## src/rtl/stream_source_agu_if.sv

```systemverilog
// Bundles the scratchpad read port and the outgoing valid/ready stream
// of stream_source_agu.
//   mem_en    : read strobe to scratchpad
//   mem_addr  : read address, valid while mem_en=1
//   mem_rdata : read data, valid the cycle after mem_en
//   dout      : stream data (buffer head)
//   dout_v    : stream valid
//   dout_r    : downstream ready
// master = address generator side, slave = memory/consumer side.
interface stream_source_agu_if #(
  parameter int DATA_WIDTH = 32,
  parameter int ADDR_WIDTH = 10
);
  logic                  mem_en;
  logic [ADDR_WIDTH-1:0] mem_addr;
  logic [DATA_WIDTH-1:0] mem_rdata;
  logic [DATA_WIDTH-1:0] dout;
  logic                  dout_v;
  logic                  dout_r;

  modport master (
    output mem_en, mem_addr, dout, dout_v,
    input  mem_rdata, dout_r
  );

  modport slave (
    input  mem_en, mem_addr, dout, dout_v,
    output mem_rdata, dout_r
  );
endinterface

```

## src/rtl/stream_source_agu.sv

```systemverilog
// Strided scratchpad reader feeding a valid/ready stream.
// A start pulse in IDLE captures base_addr/stride/count; the unit then issues
// count reads (1-cycle latency) at base, base+stride, ... (mod 2^ADDR_WIDTH)
// and emits the words in order through a 2-entry output buffer.
// Ports:
//   clock, reset   : rising-edge clock, synchronous active-high reset
//   start          : launch request, only honoured in IDLE
//   base_addr      : first read address
//   stride         : two's-complement address increment
//   count          : number of words to emit
//   busy           : high from the cycle after an accepted start through DONE
//   done           : one-cycle completion pulse
//   bus            : scratchpad read port + output stream (master side)
module stream_source_agu #(
  parameter int DATA_WIDTH  = 32,
  parameter int ADDR_WIDTH  = 10,
  parameter int COUNT_WIDTH = 16
) (
  input  logic                   clock,
  input  logic                   reset,
  input  logic                   start,
  input  logic [ADDR_WIDTH-1:0]  base_addr,
  input  logic [ADDR_WIDTH-1:0]  stride,
  input  logic [COUNT_WIDTH-1:0] count,
  output logic                   busy,
  output logic                   done,
  stream_source_agu_if.master    bus
);

  typedef enum logic [1:0] {
    S_IDLE,
    S_RUN,
    S_DRAIN,
    S_DONE
  } state_t;

  state_t                 state, state_nxt;
  logic [ADDR_WIDTH-1:0]  addr_q;
  logic [ADDR_WIDTH-1:0]  stride_q;
  logic [COUNT_WIDTH-1:0] issue_cnt;
  logic                   inflight;
  logic [DATA_WIDTH-1:0]  buf_mem [2];
  logic                   wr_ptr;
  logic                   rd_ptr;
  logic [1:0]             occ;

  logic                   pop;
  logic                   issue;
  logic [2:0]             level;

  // level = words that will occupy the buffer after this edge if no new
  // read is issued; a read is only issued when it is guaranteed a slot.
  always_comb begin
    pop   = (occ != 2'd0) && bus.dout_r;
    level = {1'b0, occ} + {2'b00, inflight} - {2'b00, pop};
    issue = (state == S_RUN) && (issue_cnt != '0) && (level < 3'd2);
  end

  always_comb begin
    state_nxt = state;
    case (state)
      S_IDLE: begin
        if (start) begin
          state_nxt = (count == '0) ? S_DONE : S_RUN;
        end
      end
      S_RUN: begin
        if (issue && (issue_cnt == COUNT_WIDTH'(1))) begin
          state_nxt = S_DRAIN;
        end
      end
      // Leaves as soon as the last word transfers, so DONE follows that edge.
      S_DRAIN: begin
        if (!inflight && (level == 3'd0)) begin
          state_nxt = S_DONE;
        end
      end
      S_DONE:  state_nxt = S_IDLE;
      default: state_nxt = S_IDLE;
    endcase
  end

  always_comb begin
    busy         = (state != S_IDLE);
    done         = (state == S_DONE);
    bus.mem_en   = issue;
    bus.mem_addr = addr_q;
    bus.dout     = buf_mem[rd_ptr];
    bus.dout_v   = (occ != 2'd0);
  end

  always_ff @(posedge clock) begin
    if (reset) begin
      state      <= S_IDLE;
      addr_q     <= '0;
      stride_q   <= '0;
      issue_cnt  <= '0;
      inflight   <= 1'b0;
      buf_mem[0] <= '0;
      buf_mem[1] <= '0;
      wr_ptr     <= 1'b0;
      rd_ptr     <= 1'b0;
      occ        <= 2'd0;
    end else begin
      state    <= state_nxt;
      inflight <= issue;

      if ((state == S_IDLE) && start) begin
        addr_q    <= base_addr;
        stride_q  <= stride;
        issue_cnt <= count;
      end else if (issue) begin
        addr_q    <= addr_q + stride_q;
        issue_cnt <= issue_cnt - COUNT_WIDTH'(1);
      end

      if (inflight) begin
        buf_mem[wr_ptr] <= bus.mem_rdata;
        wr_ptr          <= ~wr_ptr;
      end
      if (pop) begin
        rd_ptr <= ~rd_ptr;
      end
      occ <= occ + {1'b0, inflight} - {1'b0, pop};
    end
  end

endmodule

```

## src/flat_wrapper.sv

```systemverilog
// flat-port wrapper written by rule: the top's interface ports become plain ports
module stream_source_agu_flat 
#(
  parameter int DATA_WIDTH  = 32,
  parameter int ADDR_WIDTH  = 10,
  parameter int COUNT_WIDTH = 16
)
  (clock, reset, start, base_addr, stride, count, busy, done, bus_mem_en, bus_mem_addr, bus_dout, bus_dout_v, bus_mem_rdata, bus_dout_r);
  stream_source_agu_if #(.DATA_WIDTH(DATA_WIDTH), .ADDR_WIDTH(ADDR_WIDTH)) bus_i ();
  input  logic clock;
  input  logic reset;
  input  logic start;
  input  logic [ADDR_WIDTH-1:0] base_addr;
  input  logic [ADDR_WIDTH-1:0] stride;
  input  logic [COUNT_WIDTH-1:0] count;
  output logic busy;
  output logic done;
  output wire logic [$bits(bus_i.mem_en)-1:0] bus_mem_en;
  output wire logic [$bits(bus_i.mem_addr)-1:0] bus_mem_addr;
  output wire logic [$bits(bus_i.dout)-1:0] bus_dout;
  output wire logic [$bits(bus_i.dout_v)-1:0] bus_dout_v;
  input wire logic [$bits(bus_i.mem_rdata)-1:0] bus_mem_rdata;
  input wire logic [$bits(bus_i.dout_r)-1:0] bus_dout_r;
  assign bus_mem_en = bus_i.mem_en;
  assign bus_mem_addr = bus_i.mem_addr;
  assign bus_dout = bus_i.dout;
  assign bus_dout_v = bus_i.dout_v;
  assign bus_i.mem_rdata = bus_mem_rdata;
  assign bus_i.dout_r = bus_dout_r;
  stream_source_agu #(.DATA_WIDTH(DATA_WIDTH), .ADDR_WIDTH(ADDR_WIDTH), .COUNT_WIDTH(COUNT_WIDTH)) u_core (.clock(clock), .reset(reset), .start(start), .base_addr(base_addr), .stride(stride), .count(count), .busy(busy), .done(done), .bus(bus_i));
endmodule
```

## config.mk

```make
export PLATFORM = sky130hd
export DESIGN_NAME = stream_source_agu_flat
export DESIGN_NICKNAME = d
export VERILOG_FILES = /design/src/rtl/stream_source_agu_if.sv /design/src/rtl/stream_source_agu.sv /design/src/flat_wrapper.sv
export SDC_FILE = /design/constraint.sdc
export NUM_CORES = 1
export LEC_CHECK = 0
export ABC_AREA = 0
export BUFFER_PORTS_ARGS = -buffer_cell sky130_fd_sc_hd__buf_2
export CORE_ASPECT_RATIO = 0.6
export CORE_MARGIN = 2
export CORE_UTILIZATION = 36
export DETAILED_ROUTE_END_ITERATION = 8
export PLACE_DENSITY = 0.6
export SLEW_MARGIN = 0
export SYNTH_ARGS = -nofsm -noshare
export SYNTH_HDL_FRONTEND = slang
export SYNTH_SLANG_ARGS = --single-unit
```

## constraint.sdc

```tcl
create_clock -name clock -period 3.3 [get_ports clock]
set_clock_uncertainty 0.05 [all_clocks]
set_input_delay 0.33 -clock clock [delete_from_list [all_inputs] [get_ports clock]]
set_output_delay 0.33 -clock clock [all_outputs]
set_load 0.03 [all_outputs]
```

# ---- After elaboration in Yosys (flattened, before gate mapping)
# Memory sizes are Yosys's and may differ from the RTL's. A register that Yosys moved wholly into a read port is not among the register bits.
# Index checks and enable logic that the tools add are counted.
dict set report totals {
  reg_bits 43
  ramBits 64
  in_bits 72
  output_inout_bits 46
  word_cells 60
  n_memories 1
}
# name words word_bits rd rd_clocked_by_memory_dff write_ports line_no
set mem_list {}
lappend mem_list {u_core.buf_mem 2 32 1 1 2 stream_source_agu.sv:42} ;# logic [DATA_WIDTH-1:0] buf_mem [2];
dict set report op_classes {
  addsub 6
  n_lt_le_gt_ge 1
  eq_ne 7
  muxes 19
  bitwise_logic 2
  reduce_logical 16
}
# op count
set ops {}
lappend ops {{16-bit two-way mux} 2}
lappend ops {{32-bit two-way mux} 1}
lappend ops {{32-bit OR reduction} 1}
lappend ops {{10-bit two-way mux} 2}
lappend ops {{16-bit by 1-bit == test with 1-bit output (second input constant)} 1}
lappend ops {{16-bit logical NOT} 1}
lappend ops {{16-bit nonzero test} 1}
lappend ops {{16-bit by 1-bit subtractor with 16-bit output (second input constant)} 1}
lappend ops {{10-bit adder} 1}
lappend ops {{1-bit two-way mux} 9}
lappend ops {{2-bit two-way mux} 4}
lappend ops {{2-bit one-hot mux with 4 select lines} 1}
lappend ops {{1-bit logical AND} 6}
lappend ops {{2-bit nonzero test} 3}
lappend ops {{2-bit == test (second input constant)} 2}
lappend ops {{2-bit inequality test (second input constant)} 2}
lappend ops {{2-bit by 1-bit adder with 3-bit output} 1}
lappend ops {{3-bit logical NOT} 1}
lappend ops {{3-bit by 2-bit < comparator with 1-bit output (second input constant)} 1}
lappend ops {{3-bit AND reduction} 1}
lappend ops {{3-bit by 1-bit subtractor with 3-bit output} 1}
lappend ops {{2-bit by 1-bit adder with 2-bit output} 1}
lappend ops {{2-bit by 1-bit == test with 1-bit output (second input constant)} 1}
lappend ops {{2-bit logical NOT} 1}
lappend ops {{4 further kinds} 5}

# ---- Longest topological paths before layout
# Gate-level depths: netlist of the first run.
dict set report logic_depth {
  depth_word 8
  depth_mapped 16
  mapped_depth_nobuf 13
}

# ---- Least setup slack after synthesis of the first run
# No wires, ideal clock.
dict set report synth_path {
  kind {reg-to-reg}
  startpoint {register u_core.inflight}
  endpoint {memory u_core.buf_mem[0][0], enable pin}
  arrival_ns 2.716
  slack_ns 0.069
  stages_incl_launch_ff 3
  path_buffers 0
  synth_period_minus_slack_ns 3.231
  path_cell_list {dfxtp_1 > inv_1 > o21ai_0}
}
# element line_no
set synth_lines {}
lappend synth_lines {{start, declared} stream_source_agu.sv:41} ;# logic inflight;
lappend synth_lines {{start signal, assigned} stream_source_agu.sv:106} ;# inflight <= issue;
lappend synth_lines {{end, declared} stream_source_agu.sv:42}

# ---- Worst setup path after layout of the first run
dict set report layout_path {
  startpoint {register u_core.occ[1]}
  endpoint {register u_core.issue_cnt[14]}
}
dict set report layout_via {
  elab_chain_len 6
  elab_cells_between_ends 7
  cone_classes {add/sub (2); order compare (1); reduce/logical (4)}
}
# element line_no
set layout_lines {}
lappend layout_lines {{start, declared} stream_source_agu.sv:45} ;# logic [1:0] occ;
lappend layout_lines {{start signal, assigned} stream_source_agu.sv:124} ;# occ <= occ + {1'b0, inflight} - {1'b0, pop};
lappend layout_lines {{2-bit nonzero test} stream_source_agu.sv:54} ;# pop = (occ != 2'd0) && bus.dout_r;
lappend layout_lines {{1-bit logical AND} stream_source_agu.sv:54}
lappend layout_lines {{via u_core.pop} stream_source_agu.sv:47} ;# logic pop;
lappend layout_lines {{3-bit by 1-bit subtractor with 3-bit output} stream_source_agu.sv:55} ;# level = {1'b0, occ} + {2'b00, inflight} - {2'b00, pop};
lappend layout_lines {{3-bit by 2-bit < comparator with 1-bit output} stream_source_agu.sv:56} ;# issue = (state == S_RUN) && (issue_cnt != '0) && (level < 3'd2);
lappend layout_lines {{1-bit logical AND} stream_source_agu.sv:56}
lappend layout_lines {{2-bit nonzero test (no line)} n/a}
lappend layout_lines {{end signal, assigned} stream_source_agu.sv:111} ;# issue_cnt <= count;
lappend layout_lines {{end signal, assigned} stream_source_agu.sv:114} ;# issue_cnt <= issue_cnt - COUNT_WIDTH'(1);
lappend layout_lines {{end, declared} stream_source_agu.sv:40} ;# logic [COUNT_WIDTH-1:0] issue_cnt;
# The timed path passes the listed nets, and every way through them passes these cells.
# A chain may end at the register's enable or synchronous reset.

==> results of run 1 <==
==> power by group through the flow <==
stage	sequential (mW)	combinational (mW)	clock (mW)
floorplan	1.99	1.64	0
global placement	1.99	2.15	0
detailed placement	2.00	2.18	0
CTS	1.97	2.21	1.10
global route	2.01	2.48	1.15
finish	1.97	2.26	1.06
==> layout make-up <==
type | instances | area (µm²) | share of cell area (%)
flip-flops and latches | 108 | 2810 | 43.8
inverters | 17 | 66.3 | 1.04
multi-input cells | 333 | 2330 | 36.3
clock buffers | 9 | 225 | 3.52
repair buffers | 127 | 671 | 10.5
clock inverters | 7 | 62.6 | 0.977
well taps | 198 | 248 | 3.87
==> layer usage <==
metal	global-route usage, %	part of all wire [%]
met2	25.3	46
met4	3.74	0.78
met1	22.4	50
met3	3.10	4.0
met5	0	0
==> placed cells by master (no fill, tap or decap), types with 3 or more instances in the layout <==
master,count
a21oi_1,34
o211ai_1,3
or2_2,3
nor3_1,7
dfxtp_1,42
nand3_1,9
inv_1,16
nor4_1,5
o21ai_0,19
mux2_2,32
and2_1,66
xnor2_1,12
a31oi_1,3
a311oi_1,3
xor2_1,12
nand4b_1,3
edfxtp_1,64
a211oi_1,6
ha_1,19
clkbuf_16,9
nor2_1,21
buf_4,9
nand2_1,40
or3_1,3
or4_1,4
buf_2,116
inv_6,4
==> Yosys cell counts, drive strengths merged, types with 3 or more instances <==
cell type	count	area share, %
and2	66	7.8
edfxtp	64	36
dfxtp	44	17
nand2	41	3.0
a21oi	35	3.4
mux2	32	6.8
nor2	21	1.5
o21ai	20	1.9
ha	19	4.5
clkbuf	18	1.3
inv	17	1.3
xnor2	12	2.0
xor2	12	2.0
nand3	9	0.85
buf	8	1.1
nor3	8	0.76
a211oi	6	0.85
nor4	6	0.99
or4	5	0.78
o211ai	4	0.66
a311oi	3	0.50
a31oi	3	0.35
nand4b	3	0.50
or2	3	0.35
or3	3	0.35
==> worst min-delay path, delay by kind of cell <==
kind	cells	cell delay, ns
buf+inv	1	0.09
simple gates	1	0.04
compound gates	1	0.05
==> flip-flops by register name, indices dropped and copies added (netlist names), named ones only <==
signal / cells
u_core.issue_cnt: 16
u_core.rd_ptr: 1
u_core.state: 2
u_core.stride_q: 10
u_core.wr_ptr: 1
u_core.bus.mem_addr: 10
u_core.occ: 2
u_core.inflight: 1
u_core.buf_mem: 64
==> metrics by stage <==
step                      hold WS [ns]  setup slack, ns
after floorplan                  0.390           0.0687
after global placement           0.401            0.160
after detailed placement         0.410           0.0928
after CTS                        0.154           0.0287
after global routing             0.161           0.0257
final                            0.168            0.148
==> cell families (layout without fill, tap and decap cells) <==
group,after synthesis,count (layout)
AO/OA/AOI/OAI,81,82
multiplexers,32,32
XOR/XNOR,24,24
AND/OR/NAND/NOR,174,174
flip-flops,108,108
adder cells (fa/ha/maj),21,21
buffers and inverters,43,160
==> path summary, 6_finish.rpt <==
path	to	slack (ns)	depth (start not counted)
worst max register to register	u_core.issue_cnt[14]	0.15	13
worst max-delay path	u_core.issue_cnt[14]	0.15	13
worst min-delay path	u_core.stride_q[2]	0.17	3
worst min register to register	u_core.stride_q[7]	0.42	2
==> repair_timing <==
| item | in CTS | in global routing |
|---|---|---|
| cloned | 0 | 1 |
| resized for setup | 2 | 5 |
| hold buffers | 0 | 0 |
| setup buffers | 1 | 2 |
| hold endpoints to repair | 0 | 0 |
| pin swaps | 0 | 1 |
| setup endpoints to repair | 1 | 6 |
==> flow_summary.toml, run 1 <==
[status]
status = "completed"

[logic_synthesis]
avgSynthCellArea_um2 = 10.9
yosys.area_share.xor_xnor_pct = 3.98
synth_top_family_by_area = "simple AND/OR/NAND/NOR gates"
ys_seq_area_share_pct = 53.0
muxShareOfSynthArea_pct = 6.81
async_reset_ff_share_pct = 0
synthAdderAreaFrac_pct = 5.25
yosys_warnings = 0
synth-main-ff-cell = "edfxtp_1"
syn-instance-count = 483
syn_nets = 576
yosys.cell_types.count = 47
ys_ff_latch = 108
synth_edf_count = 64
synth_compound_area_share_pct = 9.23
syn_area_mm2 = 0.00529
yosys.area_share.simple_pct = 18.1

[worst_setup_path]
cp-startpoint = "u_core.occ[1]"
cp_max_fo = 5
cpLargestDelayFamily = "simple AND/OR/NAND/NOR gates"
arrival_ns = 3.36
reg2reg_from = "u_core.occ[1]"
crit_path_end_kind = "flop"
path_buf_inv = 2
slowest_stage = "fa_2"
critPathLaunchType = "flop"
path_class = "flop to flop"
path_cells = "or2_2 > and2_1 > ha_1 > inv_1 > ha_1 > fa_2 > xnor2_1 > nand3b_1 > buf_4 > a21o_2 > nor4_1 > xnor2_1 > a211oi_1"
critPathRequiredTime_ns = 3.51
slowest_delay_ns = 0.34

[die]
dieArea_mm2 = 0.0157
rows = 34
die_x_um = 160
die_h_um = 97.9
coreArea_mm2 = 0.0144
ioPinCount = 118
start_util_pct = 36.7

[route]
wl_um = 12300
drt-initial-drc-count = 151
drc = 0
wl_per_cell_um = 15.4
vias = 3926
ant_nets = 0
avgViaCountPerCell = 4.91
dr.pass1.iters = 4

[clocking]
cts_made_buffers = 9
htreeDepth = 3
clock_latency_ns = 0.34
clockBufferDepth = 2
cts.clk_slew.worst_paths_ns = 0.07
cts_sinks = 108
cts_tree = "built"
root_buffer = "clkbuf_16"

[finish]
instances_no_fill = 799
nets = 689
drive_gt1_share_pct = 31.8
fill_cells = 1360
final_util_pct = 44.4
n_antenna_cell = 0
syn_to_final_growth_pct = 21.1
final_area_mm2 = 0.00640

[place]
place_congestion = 0.880
dp_hpwl_um = 8620
numPortBuffers = 117
post-place-cells = 779
dpl_cell_area_mm2 = 0.00606

[sta]
worst_slew_pin_slew_ns = 1.12
timing.slew.headroom_pct = 25.0
finalHoldViolations = 0
rsz0062_at_grt = "no"
slew_viol_final = 0
finalCriticalPeriod_ns = 3.15
period_share_pct = 95.5
fin_tns_setup_ns = 0
setup_viol = 0
fmax_mhz = 317

[global_routing]
antenna_found_initial = 0
grt_pass1_vias = 3921
grt_pass1_wl_um = 19700
track_usage_pct = 15.9
grt-ovfl-total = 0
grt_max_degree = 34

[pwr]
peakVddDrop_mv = 0.276
seqPwrFrac_pct = 37.2
p_sw_mw = 2.16
powerDensity_mw_per_mm2 = 827
finalPower_mw = 5.30
pwr-share-comb_pct = 42.7
power.leakage_nw = 2.65
cellInternalPower_mw = 3.14
power_frac_clock_pct = 20.1
netSwitchingFraction_pct = 40.8

[worst_hold_path]
worstHoldStart = "stride[2]"
hold_class = "input pin to flop"

[run]
drv_cap = 0
Power figures use the tool's default switching activity.
==> inputs of run 2 (changes only) <==
--- a/config.mk
+++ b/config.mk
@@ -12,6 +12,7 @@
 export CORE_UTILIZATION = 36
 export DETAILED_ROUTE_END_ITERATION = 8
 export PLACE_DENSITY = 0.6
+export RECOVER_POWER = 50
 export SLEW_MARGIN = 0
 export SYNTH_ARGS = -nofsm -noshare
 export SYNTH_HDL_FRONTEND = slang
==> run 2 against run 1 <==
  * The run now ends with max-capacitance violations, max-slew violations left
  * Global-route usage unchanged
  * First-iteration DRC count down 13%
  * Utilization down 0.24 points
  * Via count down 0.20%
  * Largest cell class unchanged
  * Die area unchanged
  * Critical path type unchanged
  * Combinational power about the same
==> flow_summary.toml, run 2 (synthesis gave the netlist of run 1 again) <==
[status]
status = "complete, but fails checks"
violations = "max-capacitance violations, max-slew violations"

[finish]
final_area_mm2 = 0.00637
nets = 689
layout_common_cells = "104 x buf_2, 64 x edfxtp_1, 42 x dfxtp_1"
largest_register_ffs = 64
final_common_cell = "buf_2"
fill_cells = 1373
syn_to_final_growth_pct = 20.4
n_antenna_cell = 0
regMostFlops = "u_core.buf_mem"
reg.largest.list = "u_core.buf_mem (64), u_core.issue_cnt (16)"
drive_gt1_share_pct = 29.3

[worst_setup_path]
worst-path-stages = 13
r2r_setup_slack_ns = 0.13
slowest_stage = "fa_2"
arrival_ns = 3.37
cpLargestDelayFamily = "simple AND/OR/NAND/NOR gates"
path_cells = "or2_2 > and2_0 > ha_1 > inv_1 > ha_1 > fa_2 > xnor2_1 > nand3b_1 > buf_4 > a21o_2 > nor4_1 > xnor2_1 > a211oi_1"
crit_end = "u_core.issue_cnt[14]"
cp_max_fo = 5
slowest_delay_ns = 0.34
path_buf_inv = 2
reg2reg_from = "u_core.occ[1]"
path_class = "flop to flop"
critPathLaunchType = "flop"
critPathRequiredTime_ns = 3.51
reg2reg_depth = 13
crit_path_end_kind = "flop"
r2r-end = "u_core.issue_cnt[14]"
cp-startpoint = "u_core.occ[1]"

[die]
dieArea_mm2 = 0.0157
rows = 34
start_util_pct = 36.7
die_h_um = 97.9
die_x_um = 160
ioPinCount = 118
coreArea_mm2 = 0.0144

[sta]
fmax_mhz = 316
worst_slew_pin_slew_ns = 1.82
fin_tns_setup_ns = 0
finalHoldViolations = 0
timing.slew.headroom_pct = -21.2
finalCriticalPeriod_ns = 3.17
timing.hold.ws_ns = 0.169
slew_viol_final = 33
period_share_pct = 96.0
rsz0062_at_grt = "no"
setup_viol = 0
worst_slack_ns = 0.133

[pwr]
power.leakage_nw = 2.55
powerDensity_mw_per_mm2 = 829
peakVddDrop_mv = 0.274

[place]
numPortBuffers = 117
dpl_cell_area_mm2 = 0.00606
dp_hpwl_um = 8620
place_congestion = 0.880
dp_slack_ns = 0.0928

[route]
dr.pass1.iters = 5
wl_per_cell_um = 15.4
ant_nets = 0
avgViaCountPerCell = 4.90
drc = 0
wl_um = 12300
drt-initial-drc-count = 131
vias = 3918

[clocking]
cts_tree = "built"
clockBufferDepth = 2
clock_latency_ns = 0.34
cts_made_buffers = 9
root_buffer = "clkbuf_16"
cts_sinks = 108
postCtsHoldBufs = 0
htreeDepth = 3
cts.clk_slew.worst_paths_ns = 0.07

[global_routing]
track_usage_pct = 15.9
antenna_found_initial = 0
grt_max_degree = 34
grt_pass1_wl_um = 19700
grt_pass1_vias = 3921
grt-ovfl-total = 0

[run]
drv_cap = 1

[worst_hold_path]
hold_class = "input pin to flop"
[run 2: cell count changes in the layout (fill, tap and decap cells not counted), moves of 2 or more]
cell and delta:
clkbuf_1 +14, buf_4 -2, and2_0 +36, and2_1 -36
buf_2 -12
[run 2: power by group]
part	leakage, nW	total, mW	switching [mW]	internal [mW]
Sequential	1.03	1.97	0.238	1.73
Combinational	1.39	2.25	1.39	0.851
Clock	0.139	1.06	0.530	0.531
[run 2: cell type report]
class / count / area [µm²] / share of cell area (%)
Clock inverter: 7 / 62.6 / 0.982
Sequential cell: 108 / 2810 / 44.0
Multi-Input combinational cell: 333 / 2310 / 36.3
Tap cell: 198 / 248 / 3.89
Timing Repair Buffer: 127 / 648 / 10.2
Clock buffer: 9 / 225 / 3.54
Inverter: 17 / 66.3 / 1.04
[run 2: what timing repair did]
item                                    in CTS  in global routing
endpoints found under the hold margin        0                  0
buffers inserted                             1                  2
cloned                                       0                  1
gates resized for setup                      2                  5
endpoints found under the setup margin       1                  6
pin swaps                                    0                  1
[run 2: metrics by stage]
stage	utilization (%)	instances	total power [mW]
3_3_place_gp	42.0	779	4.14
2_1_floorplan	-	483	3.63
4_1_cts	44.1	796	5.29
3_5_place_dp	42.0	779	4.18
5_1_grt	44.2	799	5.63
6_report	44.2	799	5.28
[run 2: worst min path at each step]
stage | startpoint | end | cells after the start
CTS | stride[2] | u_core.stride_q[2] | 3
floorplan | u_core.stride_q[0] | u_core.stride_q[0] | 2
global route | base_addr[9] | u_core.bus.mem_addr[9] | 3
finish | stride[2] | u_core.stride_q[2] | 3
global placement | u_core.stride_q[4] | u_core.stride_q[4] | 2
detailed placement | u_core.stride_q[7] | u_core.stride_q[7] | 2
[run 2: per-layer routing]
layer / track usage [%] / vias up / wire, µm
li1: - / 1940 / -
met1: 22.4 / 1892 / 6250
met2: 25.3 / 76 / 5600
met3: 3.10 / 10 / 387
met4: 3.74 / 0 / 99
met5: 0 / - / 0
[run 2: worst reg2reg max path: cells and delay by family, from the launching register on]
| kind | cells | cell delay, ns |
|---|---|---|
| buffers and inverters | 2 | 0.19 |
| XOR/XNOR | 2 | 0.25 |
| adder cells (fa/ha/maj) | 3 | 0.83 |
| flip-flops | 1 | 0.33 |
| AND/OR/NAND/NOR | 4 | 0.98 |
| AO/OA/AOI/OAI | 2 | 0.47 |
==> inputs of run 3 (changes only) <==
--- a/config.mk
+++ b/config.mk
@@ -6,12 +6,12 @@
 export NUM_CORES = 1
 export LEC_CHECK = 0
 export ABC_AREA = 0
-export BUFFER_PORTS_ARGS = -buffer_cell sky130_fd_sc_hd__buf_2
 export CORE_ASPECT_RATIO = 0.6
 export CORE_MARGIN = 2
 export CORE_UTILIZATION = 36
 export DETAILED_ROUTE_END_ITERATION = 8
-export PLACE_DENSITY = 0.6
+export DONT_BUFFER_PORTS = 1
+export PLACE_DENSITY = 0.53
 export RECOVER_POWER = 50
 export SLEW_MARGIN = 0
 export SYNTH_ARGS = -nofsm -noshare
==> run 3 against run 2 <==
  * The flow still finishes with violations (max-capacitance violations, max-slew violations)
  * Setup slack better by 0.020 ns
  * Count of clock-buffer cells in the layout stayed put
  * Design area is 7.7% lower
  * Non-clock buffer count is 113 lower
  * Die area stayed put
  * Total power is 1.9% lower
  * Worst hold slack worse by 0.15 ns
  * Clock power is 7% higher
  * Final cell count is 14% lower
  * Sequential power is 2% higher
  * First-iteration DRC count is 30% lower
  * Highest routed layer unchanged
==> flow_summary.toml, run 3 (synthesis gave the netlist of run 1 again) <==
[status]
status = "complete, but fails checks"
violations = "max-capacitance violations, max-slew violations"

[clocking]
clockBufferDepth = 2
htreeDepth = 3
clock_latency_ns = 0.33
cts_made_buffers = 9
root_buffer = "clkbuf_16"
cts.clk_slew.worst_paths_ns = 0.07
cts_tree = "built"
cts_sinks = 108

[sta]
fmax_mhz = 318
finalCriticalPeriod_ns = 3.15
slew_viol_final = 33
fin_tns_setup_ns = 0
setup_viol = 0
period_share_pct = 95.4
timing.slew.headroom_pct = -32.3
finalHoldViolations = 0
rsz0062_at_grt = "no"
worst_slew_pin_slew_ns = 1.99

[worst_setup_path]
path_class = "flop to primary output"
crit_end = "bus_mem_en"
cp_max_fo = 8
r2r-end = "u_core.issue_cnt[6]"
crit_path_end_kind = "primary output"
r2r_setup_slack_ns = 0.18
cp-startpoint = "u_core.occ[1]"
reg2reg_depth = 14
reg2reg_from = "u_core.occ[1]"
critPathLaunchType = "flop"
arrival_ns = 2.77
critPathRequiredTime_ns = 2.92

[die]
die_h_um = 97.9
start_util_pct = 36.7
rows = 34
die_x_um = 160
dieArea_mm2 = 0.0157
ioPinCount = 118
coreArea_mm2 = 0.0144

[finish]
drive_gt1_share_pct = 14.2
final_common_cell = "edfxtp_1"
reg.largest.list = "u_core.buf_mem (64), u_core.issue_cnt (16)"
syn_to_final_growth_pct = 11.2
layout_common_cells = "64 x edfxtp_1, 44 x dfxtp_1, 40 x and2_0, 40 x nand2_1, 34 x a21oi_1"
nets = 575
largest_register_ffs = 64
n_antenna_cell = 0
regMostFlops = "u_core.buf_mem"

[pwr]
netSwitchingFraction_pct = 39.3
powerDensity_mw_per_mm2 = 881
power_frac_clock_pct = 21.8
seqPwrFrac_pct = 38.8
finalPower_mw = 5.18
pwr-share-comb_pct = 39.4
p_sw_mw = 2.04
power.leakage_nw = 2.13
peakVddDrop_mv = 0.313
cellInternalPower_mw = 3.14

[place]
numPortBuffers = 0
dp_hpwl_um = 8150
place_congestion = 0.780

[global_routing]
grt_pass1_wl_um = 18700
track_usage_pct = 15.0
grt_pass1_vias = 3516
grt-ovfl-total = 0
grt_max_degree = 33
antenna_found_initial = 0

[route]
ant_nets = 0
drc = 0
drt-initial-drc-count = 92
wl_per_cell_um = 17.0
wl_um = 11700
avgViaCountPerCell = 5.08
dr.pass1.iters = 6
vias = 3477

[run]
drv_cap = 1

[worst_hold_path]
hold_class = "input pin to flop"
run 3: cell types whose count changed in the layout (fill, tap and decap cells not counted), sizes merged:
cell | before | now
clkinvlp | 1 | 3
inv | 22 | 18
clkinv | 1 | 0
clkbuf | 23 | 14
bufinv | 0 | 2
buf | 113 | 9
a21o | 3 | 2
run 3: metrics by stage:
stage,setup WS [ns],hold slack (ns),utilization [%],area (µm²),instances
2_1_floorplan,0.0687,0.390,-,5290,483
3_3_place_gp,0.194,0.346,38.2,5510,666
3_5_place_dp,0.142,0.349,38.2,5510,666
4_1_cts,0.0531,0.00186,40.6,5860,683
5_1_grt,0.0136,0.00344,40.8,5880,684
6_report,0.153,0.0181,40.8,5880,684
run 3: power groups by stage:
stage	Clock, mW	Combinational, mW	Sequential (mW)
after floorplan	0	1.64	1.99
after global placement	0	1.92	2.03
after detailed placement	0	1.95	2.04
after CTS	1.17	2.01	2.01
after global routing	1.21	2.25	2.05
final	1.13	2.04	2.01
run 3: critical path, stage by stage (launching register included):
cell and delay, ns:
dfxtp_1 0.33, or2_2 0.31, and2_1 0.18, ha_1 0.27, inv_1 0.04, ha_1 0.18, fa_2 0.34, xnor2_1 0.14
nand3b_1 0.17, a21o_4 0.24, inv_6 0.09, buf_12 0.14
run 3: layer usage:
layer	up-vias	global-route usage (%)	share of wire [%]
met4	0	3.19	0.83
li1	1699	-	-
met2	65	23.4	44
met3	8	4.38	5.2
met1	1705	21.0	49
met5	-	0	0
run 3: worst min path at each step:
stage | startpoint | cells past startpoint | endpoint | slack (ns)
6_report | reset | 1 | u_core.state[1] | 0.02
5_1_grt | reset | 1 | u_core.state[1] | 0.003
4_1_cts | reset | 1 | u_core.state[1] | 0.002
3_5_place_dp | reset | 1 | u_core.bus.mem_addr[2] | 0.35
3_3_place_gp | reset | 1 | u_core.bus.mem_addr[2] | 0.35
2_1_floorplan | u_core.stride_q[0] | 2 | u_core.stride_q[0] | 0.39
run 3: final cells by class:
class	count	area (µm²)
Multi-Input combinational cell	332	2310
Clock buffer	9	225
Tap cell	198	248
Sequential cell	108	2800
Timing Repair Buffer	14	133
Inverter	17	68.8
Clock inverter	6	88.8
Fill cell	1392	8540
run 3: timing repair:
| action | in CTS | in global routing |
|---|---|---|
| pin swaps | 0 | 0 |
| gates cloned | 0 | 1 |
| resized for setup | 4 | 3 |
| endpoints found under the setup margin | 1 | 6 |
| endpoints found under the hold margin | 26 | 0 |
| hold buffers | 1 | 0 |
| buffers inserted | 1 | 0 |
